## src/rtl/wb_master_bridge_if.sv

```systemverilog
// Bundle of signals between a local controller and a Wishbone B4 classic
// slave, as seen by wb_master_bridge.
//   command  : cmd_valid_i, cmd_ready_o, cmd_we_i, cmd_adr_i, cmd_dat_i, cmd_sel_i
//   response : rsp_valid_o, rsp_ready_i, rsp_dat_o, rsp_err_o
//   wishbone : adr_o, dat_o, dat_i, sel_o, we_o, stb_o, cyc_o, ack_i
// Signal names carry the bridge's point of view.
// Modport "master" is the bridge side. Modport "slave" is the environment side:
// the controller and the Wishbone slave.
interface wb_master_bridge_if #(
  parameter int ADDR_WIDTH = 16,
  parameter int DATA_WIDTH = 32
);
  logic                  cmd_valid_i;
  logic                  cmd_ready_o;
  logic                  cmd_we_i;
  logic [ADDR_WIDTH-1:0] cmd_adr_i;
  logic [DATA_WIDTH-1:0] cmd_dat_i;
  logic [7:0]            cmd_sel_i;

  logic                  rsp_valid_o;
  logic                  rsp_ready_i;
  logic [DATA_WIDTH-1:0] rsp_dat_o;
  logic                  rsp_err_o;

  logic [ADDR_WIDTH-1:0] adr_o;
  logic [DATA_WIDTH-1:0] dat_o;
  logic [DATA_WIDTH-1:0] dat_i;
  logic [7:0]            sel_o;
  logic                  we_o;
  logic                  stb_o;
  logic                  cyc_o;
  logic                  ack_i;

  modport master (
    input  cmd_valid_i, cmd_we_i, cmd_adr_i, cmd_dat_i, cmd_sel_i,
    input  rsp_ready_i, dat_i, ack_i,
    output cmd_ready_o, rsp_valid_o, rsp_dat_o, rsp_err_o,
    output adr_o, dat_o, sel_o, we_o, stb_o, cyc_o
  );

  modport slave (
    output cmd_valid_i, cmd_we_i, cmd_adr_i, cmd_dat_i, cmd_sel_i,
    output rsp_ready_i, dat_i, ack_i,
    input  cmd_ready_o, rsp_valid_o, rsp_dat_o, rsp_err_o,
    input  adr_o, dat_o, sel_o, we_o, stb_o, cyc_o
  );
endinterface

```

## src/rtl/wb_master_bridge.sv

```systemverilog
// Wishbone B4 classic single-transfer master.
// It takes one command from a valid/ready port and runs one Wishbone read or
// write cycle. It then returns the outcome on a valid/ready response port.
//
// Ports:
//   clk_i  rising-edge clock
//   rst_i  synchronous, active-low reset
//   bus    wb_master_bridge_if.master (command, response and Wishbone signals)
//
// Optional build macro WB_MASTER_TIMEOUT_EN enables the bus-phase timeout.
// A cycle that gets no ack_i within TIMEOUT_CYCLES bus cycles is aborted.
// It then completes with rsp_err_o=1. Without the macro the bridge waits for
// ack_i indefinitely and rsp_err_o is tied to 0.
//
// state | meaning
// ------+--------------------------------------------------------------
// IDLE  | cmd_ready_o high, waiting for cmd_valid_i
// BUS   | cyc_o/stb_o asserted, waiting for ack_i (or timeout)
// RESP  | rsp_valid_o asserted, waiting for rsp_ready_i
module wb_master_bridge #(
  parameter int ADDR_WIDTH     = 16,
  parameter int DATA_WIDTH     = 32,
  parameter int GRANULE        = 8,
  parameter int TIMEOUT_CYCLES = 255
) (
  input  logic               clk_i,
  input  logic               rst_i,
  wb_master_bridge_if.master bus
);

  localparam int LANES = DATA_WIDTH / GRANULE;
  // Select bits beyond the physical lane count are dropped.
  localparam logic [7:0] SEL_MASK = 8'((16'd1 << LANES) - 16'd1);

  typedef enum logic [1:0] {IDLE, BUS, RESP} state_t;

  state_t                state;
  logic [ADDR_WIDTH-1:0] adr_q;
  logic [DATA_WIDTH-1:0] dat_q;
  logic [7:0]            sel_q;
  logic                  we_q;
  logic                  stb_q;
  logic                  cyc_q;
  logic                  rsp_valid_q;
  logic [DATA_WIDTH-1:0] rsp_dat_q;
  logic [DATA_WIDTH-1:0] rd_mask;

`ifdef WB_MASTER_TIMEOUT_EN
  localparam int TO_W = $clog2(TIMEOUT_CYCLES + 1);
  // The count reaches TIMEOUT_CYCLES on the edge that ends the last allowed
  // bus cycle. That edge is the one where the count still holds TIMEOUT_CYCLES-1.
  localparam logic [TO_W-1:0] TO_LAST = TO_W'(TIMEOUT_CYCLES - 1);
  logic [TO_W-1:0] to_cnt;
  logic            rsp_err_q;
`endif

  // Expand the registered lane select into a bit mask for read data.
  always_comb begin
    rd_mask = '0;
    for (int i = 0; i < LANES; i++) begin
      rd_mask[i*GRANULE +: GRANULE] = {GRANULE{sel_q[i]}};
    end
  end

  always_ff @(posedge clk_i) begin
    if (!rst_i) begin
      state       <= IDLE;
      adr_q       <= '0;
      dat_q       <= '0;
      sel_q       <= '0;
      we_q        <= 1'b0;
      stb_q       <= 1'b0;
      cyc_q       <= 1'b0;
      rsp_valid_q <= 1'b0;
      rsp_dat_q   <= '0;
`ifdef WB_MASTER_TIMEOUT_EN
      to_cnt      <= '0;
      rsp_err_q   <= 1'b0;
`endif
    end else begin
      case (state)
        IDLE: begin
          if (bus.cmd_valid_i) begin
            adr_q <= bus.cmd_adr_i;
            dat_q <= bus.cmd_dat_i;
            sel_q <= bus.cmd_sel_i & SEL_MASK;
            we_q  <= bus.cmd_we_i;
            cyc_q <= 1'b1;
            stb_q <= 1'b1;
            state <= BUS;
`ifdef WB_MASTER_TIMEOUT_EN
            to_cnt <= '0;
`endif
          end
        end
        BUS: begin
          // ack_i has priority over a timeout that falls on the same edge.
          if (bus.ack_i) begin
            rsp_dat_q   <= we_q ? '0 : (bus.dat_i & rd_mask);
            cyc_q       <= 1'b0;
            stb_q       <= 1'b0;
            we_q        <= 1'b0;
            rsp_valid_q <= 1'b1;
            state       <= RESP;
`ifdef WB_MASTER_TIMEOUT_EN
            rsp_err_q   <= 1'b0;
          end else if (to_cnt == TO_LAST) begin
            rsp_dat_q   <= '0;
            cyc_q       <= 1'b0;
            stb_q       <= 1'b0;
            we_q        <= 1'b0;
            rsp_valid_q <= 1'b1;
            rsp_err_q   <= 1'b1;
            state       <= RESP;
          end else begin
            to_cnt <= to_cnt + TO_W'(1);
`endif
          end
        end
        RESP: begin
          if (bus.rsp_ready_i) begin
            rsp_valid_q <= 1'b0;
            state       <= IDLE;
          end
        end
        default: state <= IDLE;
      endcase
    end
  end

  assign bus.cmd_ready_o = (state == IDLE);
  assign bus.adr_o       = adr_q;
  assign bus.dat_o       = dat_q;
  assign bus.sel_o       = sel_q;
  assign bus.we_o        = we_q;
  assign bus.stb_o       = stb_q;
  assign bus.cyc_o       = cyc_q;
  assign bus.rsp_valid_o = rsp_valid_q;
  assign bus.rsp_dat_o   = rsp_dat_q;
`ifdef WB_MASTER_TIMEOUT_EN
  assign bus.rsp_err_o   = rsp_err_q;
`else
  assign bus.rsp_err_o   = 1'b0;
`endif

endmodule

```

## src/flat_wrapper.sv

```systemverilog
// flat-port wrapper written by rule: the top's interface ports become plain ports
module wb_master_bridge_flat 
#(
  parameter int ADDR_WIDTH     = 16,
  parameter int DATA_WIDTH     = 32,
  parameter int GRANULE        = 8,
  parameter int TIMEOUT_CYCLES = 255
)
  (clk_i, rst_i, bus_cmd_valid_i, bus_cmd_we_i, bus_cmd_adr_i, bus_cmd_dat_i, bus_cmd_sel_i, bus_rsp_ready_i, bus_dat_i, bus_ack_i, bus_cmd_ready_o, bus_rsp_valid_o, bus_rsp_dat_o, bus_rsp_err_o, bus_adr_o, bus_dat_o, bus_sel_o, bus_we_o, bus_stb_o, bus_cyc_o);
  wb_master_bridge_if #(.ADDR_WIDTH(ADDR_WIDTH), .DATA_WIDTH(DATA_WIDTH)) bus_i ();
  input  logic clk_i;
  input  logic rst_i;
  input wire logic [$bits(bus_i.cmd_valid_i)-1:0] bus_cmd_valid_i;
  input wire logic [$bits(bus_i.cmd_we_i)-1:0] bus_cmd_we_i;
  input wire logic [$bits(bus_i.cmd_adr_i)-1:0] bus_cmd_adr_i;
  input wire logic [$bits(bus_i.cmd_dat_i)-1:0] bus_cmd_dat_i;
  input wire logic [$bits(bus_i.cmd_sel_i)-1:0] bus_cmd_sel_i;
  input wire logic [$bits(bus_i.rsp_ready_i)-1:0] bus_rsp_ready_i;
  input wire logic [$bits(bus_i.dat_i)-1:0] bus_dat_i;
  input wire logic [$bits(bus_i.ack_i)-1:0] bus_ack_i;
  output wire logic [$bits(bus_i.cmd_ready_o)-1:0] bus_cmd_ready_o;
  output wire logic [$bits(bus_i.rsp_valid_o)-1:0] bus_rsp_valid_o;
  output wire logic [$bits(bus_i.rsp_dat_o)-1:0] bus_rsp_dat_o;
  output wire logic [$bits(bus_i.rsp_err_o)-1:0] bus_rsp_err_o;
  output wire logic [$bits(bus_i.adr_o)-1:0] bus_adr_o;
  output wire logic [$bits(bus_i.dat_o)-1:0] bus_dat_o;
  output wire logic [$bits(bus_i.sel_o)-1:0] bus_sel_o;
  output wire logic [$bits(bus_i.we_o)-1:0] bus_we_o;
  output wire logic [$bits(bus_i.stb_o)-1:0] bus_stb_o;
  output wire logic [$bits(bus_i.cyc_o)-1:0] bus_cyc_o;
  assign bus_i.cmd_valid_i = bus_cmd_valid_i;
  assign bus_i.cmd_we_i = bus_cmd_we_i;
  assign bus_i.cmd_adr_i = bus_cmd_adr_i;
  assign bus_i.cmd_dat_i = bus_cmd_dat_i;
  assign bus_i.cmd_sel_i = bus_cmd_sel_i;
  assign bus_i.rsp_ready_i = bus_rsp_ready_i;
  assign bus_i.dat_i = bus_dat_i;
  assign bus_i.ack_i = bus_ack_i;
  assign bus_cmd_ready_o = bus_i.cmd_ready_o;
  assign bus_rsp_valid_o = bus_i.rsp_valid_o;
  assign bus_rsp_dat_o = bus_i.rsp_dat_o;
  assign bus_rsp_err_o = bus_i.rsp_err_o;
  assign bus_adr_o = bus_i.adr_o;
  assign bus_dat_o = bus_i.dat_o;
  assign bus_sel_o = bus_i.sel_o;
  assign bus_we_o = bus_i.we_o;
  assign bus_stb_o = bus_i.stb_o;
  assign bus_cyc_o = bus_i.cyc_o;
  wb_master_bridge #(.ADDR_WIDTH(ADDR_WIDTH), .DATA_WIDTH(DATA_WIDTH), .GRANULE(GRANULE), .TIMEOUT_CYCLES(TIMEOUT_CYCLES)) u_core (.clk_i(clk_i), .rst_i(rst_i), .bus(bus_i));
endmodule
```

## config.mk

```make
export PLATFORM = sky130hd
export DESIGN_NAME = wb_master_bridge_flat
export DESIGN_NICKNAME = d
export VERILOG_FILES = /design/src/rtl/wb_master_bridge_if.sv /design/src/rtl/wb_master_bridge.sv /design/src/flat_wrapper.sv
export SDC_FILE = /design/constraint.sdc
export NUM_CORES = 1
export LEC_CHECK = 0
export BUFFER_PORTS_ARGS = -buffer_cell sky130_fd_sc_hd__buf_2
export CAP_MARGIN = 15
export CORE_ASPECT_RATIO = 0.7
export CORE_MARGIN = 1
export CORE_UTILIZATION = 48
export DETAILED_ROUTE_END_ITERATION = 7
export PLACE_DENSITY = 0.83
export SLEW_MARGIN = 0
export SYNTH_ARGS = -nofsm -noshare
export SYNTH_HDL_FRONTEND = slang
export SYNTH_SLANG_ARGS = --single-unit
export TNS_END_PERCENT = 100
```

## constraint.sdc

```tcl
create_clock -name clk_i -period 3.9 [get_ports clk_i]
set_input_delay 0.975 -clock clk_i [delete_from_list [all_inputs] [get_ports clk_i]]
set_output_delay 0.975 -clock clk_i [all_outputs]
set_load 0.01 [all_outputs]
```

==> results.sh <==
export IMPL_status="completed"
export IMPL_clock_fmax_mhz=482
export IMPL_grt_pass1_vias=2933
export IMPL_numCtsBuffers=9
export IMPL_core_um2=6940
export IMPL_worst_slew_pin_slew_ns=1.08
export IMPL_wl_per_cell_um=12.8
export IMPL_drt_total_wl_mm=8.45
export IMPL_drtAntennaViolNets=0
export IMPL_yosys_warnings=0
export IMPL_via_per_inst=4.91
export IMPL_setup_worst_path_start="bus_cmd_valid_i"
export IMPL_io_pin_count=188
export IMPL_end_kind="flop"
export IMPL_setup_viol=0
export IMPL_cts_tree="done"
export IMPL_globalRouteMet2Util_pct=38.4
export IMPL_grt_max_degree=63
export IMPL_worstHoldPathType="flop to flop"
export IMPL_drive_gt1_share_pct=35.1
export IMPL_syn_area_per_cell_um2=8.70
export IMPL_rows=25
export IMPL_cts_max_level=3
export IMPL_drv_cap=0
export IMPL_required_ns=4.16
export IMPL_die_h_um=73.8
export IMPL_dr_pass1_iters=4
export IMPL_vdd_drop_max_v=0.000270
export IMPL_fin_ws_ns=1.82
export IMPL_antenna_cells=0
export IMPL_place_ws_ns=1.31
export IMPL_fin_skew_ns=0.00803
export IMPL_grt_pass1_wl_mm=13.3
export IMPL_final_common_cell="buf_2"
export IMPL_slew_violations=0
export IMPL_final_util_pct=65.7
export IMPL_numClockSinks=89
export IMPL_leakage_nw=2.14
export IMPL_met3_usage_pct=7.28
export IMPL_antenna_found_initial=0
export IMPL_rr_worst_depth=3
export IMPL_crit_fanout=53
export IMPL_fp_dieW_um=105
export IMPL_dpl_hpwl_mm=5.91
export IMPL_grt_ovfl_total=0
export IMPL_crit_path_start_kind="input port"
export IMPL_synth_cells=406
export IMPL_reg2reg_to="u_core.bus.dat_o[22]$_SDFFE_PN0P_"
export IMPL_initial_core_util_pct=50.8
export IMPL_rsz0062_at_grt="no"
export IMPL_holdBufCountCts=0
export IMPL_cts_resized=0
export IMPL_path_clk_slew_ns=0.08
export IMPL_die_area_um2=7710
export IMPL_period_share_pct=53.2
export IMPL_grt_busiest_layer="met2"
export IMPL_arrival_ns=2.34
export IMPL_port_buffers=178
export IMPL_grtUsageMet1_pct=25.2
export IMPL_clock_root_buffer="clkbuf_8"
export IMPL_synth_distinct_cells=24
export IMPL_gp_congestion=0.803
export IMPL_rrSetupSlack_ns=2.05
export IMPL_nets=657
export IMPL_drt_iter0_drc=173
export IMPL_ys_seq_elements=89
export IMPL_mostFrequentLayoutCells="buf_2, nand2_1, dfxtp_1"
export IMPL_area_delta_synth_final_pct=29.2
export IMPL_via_count=3247
export IMPL_fin_setup_tns_ns=0
export IMPL_insertion_delay_ns=0.34
export IMPL_min_period_ns=2.08
export IMPL_relSlewSlack_pct=27.9
export IMPL_power_density_nw_per_um2=430
export IMPL_crit_path_end="u_core.bus.dat_o[22]$_SDFFE_PN0P_"
export IMPL_seq_area_frac_synth_pct=50.5
export IMPL_cts_buffer_depth=2
export IMPL_r2r_start="u_core.state[0]$_SDFFE_PN0P_"
export IMPL_drc=0
export IMPL_postCtsSetupBuffers=0
export IMPL_grt_usage_pct=21.8
export IMPL_syn_area_um2=3530
export IMPL_finalHoldViolCount=0
export IMPL_path_class="input port to flop"
-- how the worst min path moves through the flow --
stage | startpoint | to | slack (ns) | cells after the start
after detailed placement | u_core.bus.dat_o[17]$_SDFFE_PN0P_ | u_core.bus.dat_o[17]$_SDFFE_PN0P_ | 0.44 | 2
after floorplan | u_core.bus.rsp_dat_o[24]$_SDFFE_PN0P_ | u_core.bus.rsp_dat_o[24]$_SDFFE_PN0P_ | 0.48 | 2
after CTS | u_core.bus.dat_o[21]$_SDFFE_PN0P_ | u_core.bus.dat_o[21]$_SDFFE_PN0P_ | 0.46 | 2
after global placement | u_core.bus.rsp_dat_o[29]$_SDFFE_PN0P_ | u_core.bus.rsp_dat_o[29]$_SDFFE_PN0P_ | 0.43 | 2
final | u_core.bus.dat_o[28]$_SDFFE_PN0P_ | u_core.bus.dat_o[28]$_SDFFE_PN0P_ | 0.45 | 2
after global routing | u_core.bus.dat_o[17]$_SDFFE_PN0P_ | u_core.bus.dat_o[17]$_SDFFE_PN0P_ | 0.47 | 2
-- where the power goes --
part	total, W	internal [W]	switching [W]	leakage [nW]
logic	0.000240	0.000107	0.000133	1.29
registers	0.000973	0.000949	0.0000241	0.726
clock network	0.000747	0.000440	0.000308	0.122
-- Yosys cell counts, drive strengths merged --
library cell,instances,area [um^2]
or3b,1,8.76
nor3b,2,26.3
nand3b,1,7.51
nor2,2,7.51
o2bb2ai,1,8.76
conb,1,3.75
nand3,33,165
inv,1,3.75
nand4,1,6.26
and2,1,6.26
clkbuf,14,52.6
nand2b,1,6.26
a21oi,3,15.0
and3b,1,8.76
mux2i,1,10.0
buf,26,230
a21boi,84,631
dfxtp,89,1780
nor2b,6,37.5
nand2,137,514
-- layout make-up --
class | count | area, um^2
Fill cell | 622 | 2380
Tap cell | 94 | 118
Sequential cell | 89 | 1780
Inverter | 1 | 3.75
Clock buffer | 10 | 138
Clock inverter | 5 | 104
Timing Repair Buffer | 182 | 941
Multi-Input combinational cell | 280 | 1480
-- worst max-delay path, stage by stage --
cell      delay (ns)
buf_2           0.12
or3b_2          0.88
nand2_1         0.11
a21boi_1        0.21
-- per-stage QoR --
step,area (um^2),power [W],hold WS [ns],instances
floorplan,3550,0.00115,0.475,410
global placement,4290,0.00122,0.435,645
finish,4560,0.00196,0.453,661
CTS,4540,0.00198,0.455,660
detailed placement,4290,0.00123,0.444,645
global route,4560,0.00205,0.471,661
-- logic make-up after synthesis --
logic type             synth area share (%)
and+or+nand+nor                        22.5
DFF                                    50.5
AOI/OAI and AO/OA                      18.5
buffers and inverters                  8.11
muxes                                 0.283
other                                 0.106
-- metal layers --
metal / vias up / part of all wire [%]
met3: 17 / 7.9
met5: - / 0
met1: 1464 / 43
li1: 1624 / -
met4: 0 / 1.7
met2: 142 / 47
-- registers in the layout (all words and copies together), names as in the netlist --
name / flops
u_core.bus.dat_o: 32
u_core.bus.rsp_dat_o: 32
u_core.bus.adr_o: 16
u_core.bus.sel_o: 4
u_core.state: 2
u_core.bus.rsp_valid_o: 1
u_core.bus.stb_o: 1
u_core.bus.we_o: 1
No activity file was read; power rests on OpenSTA's default activity.
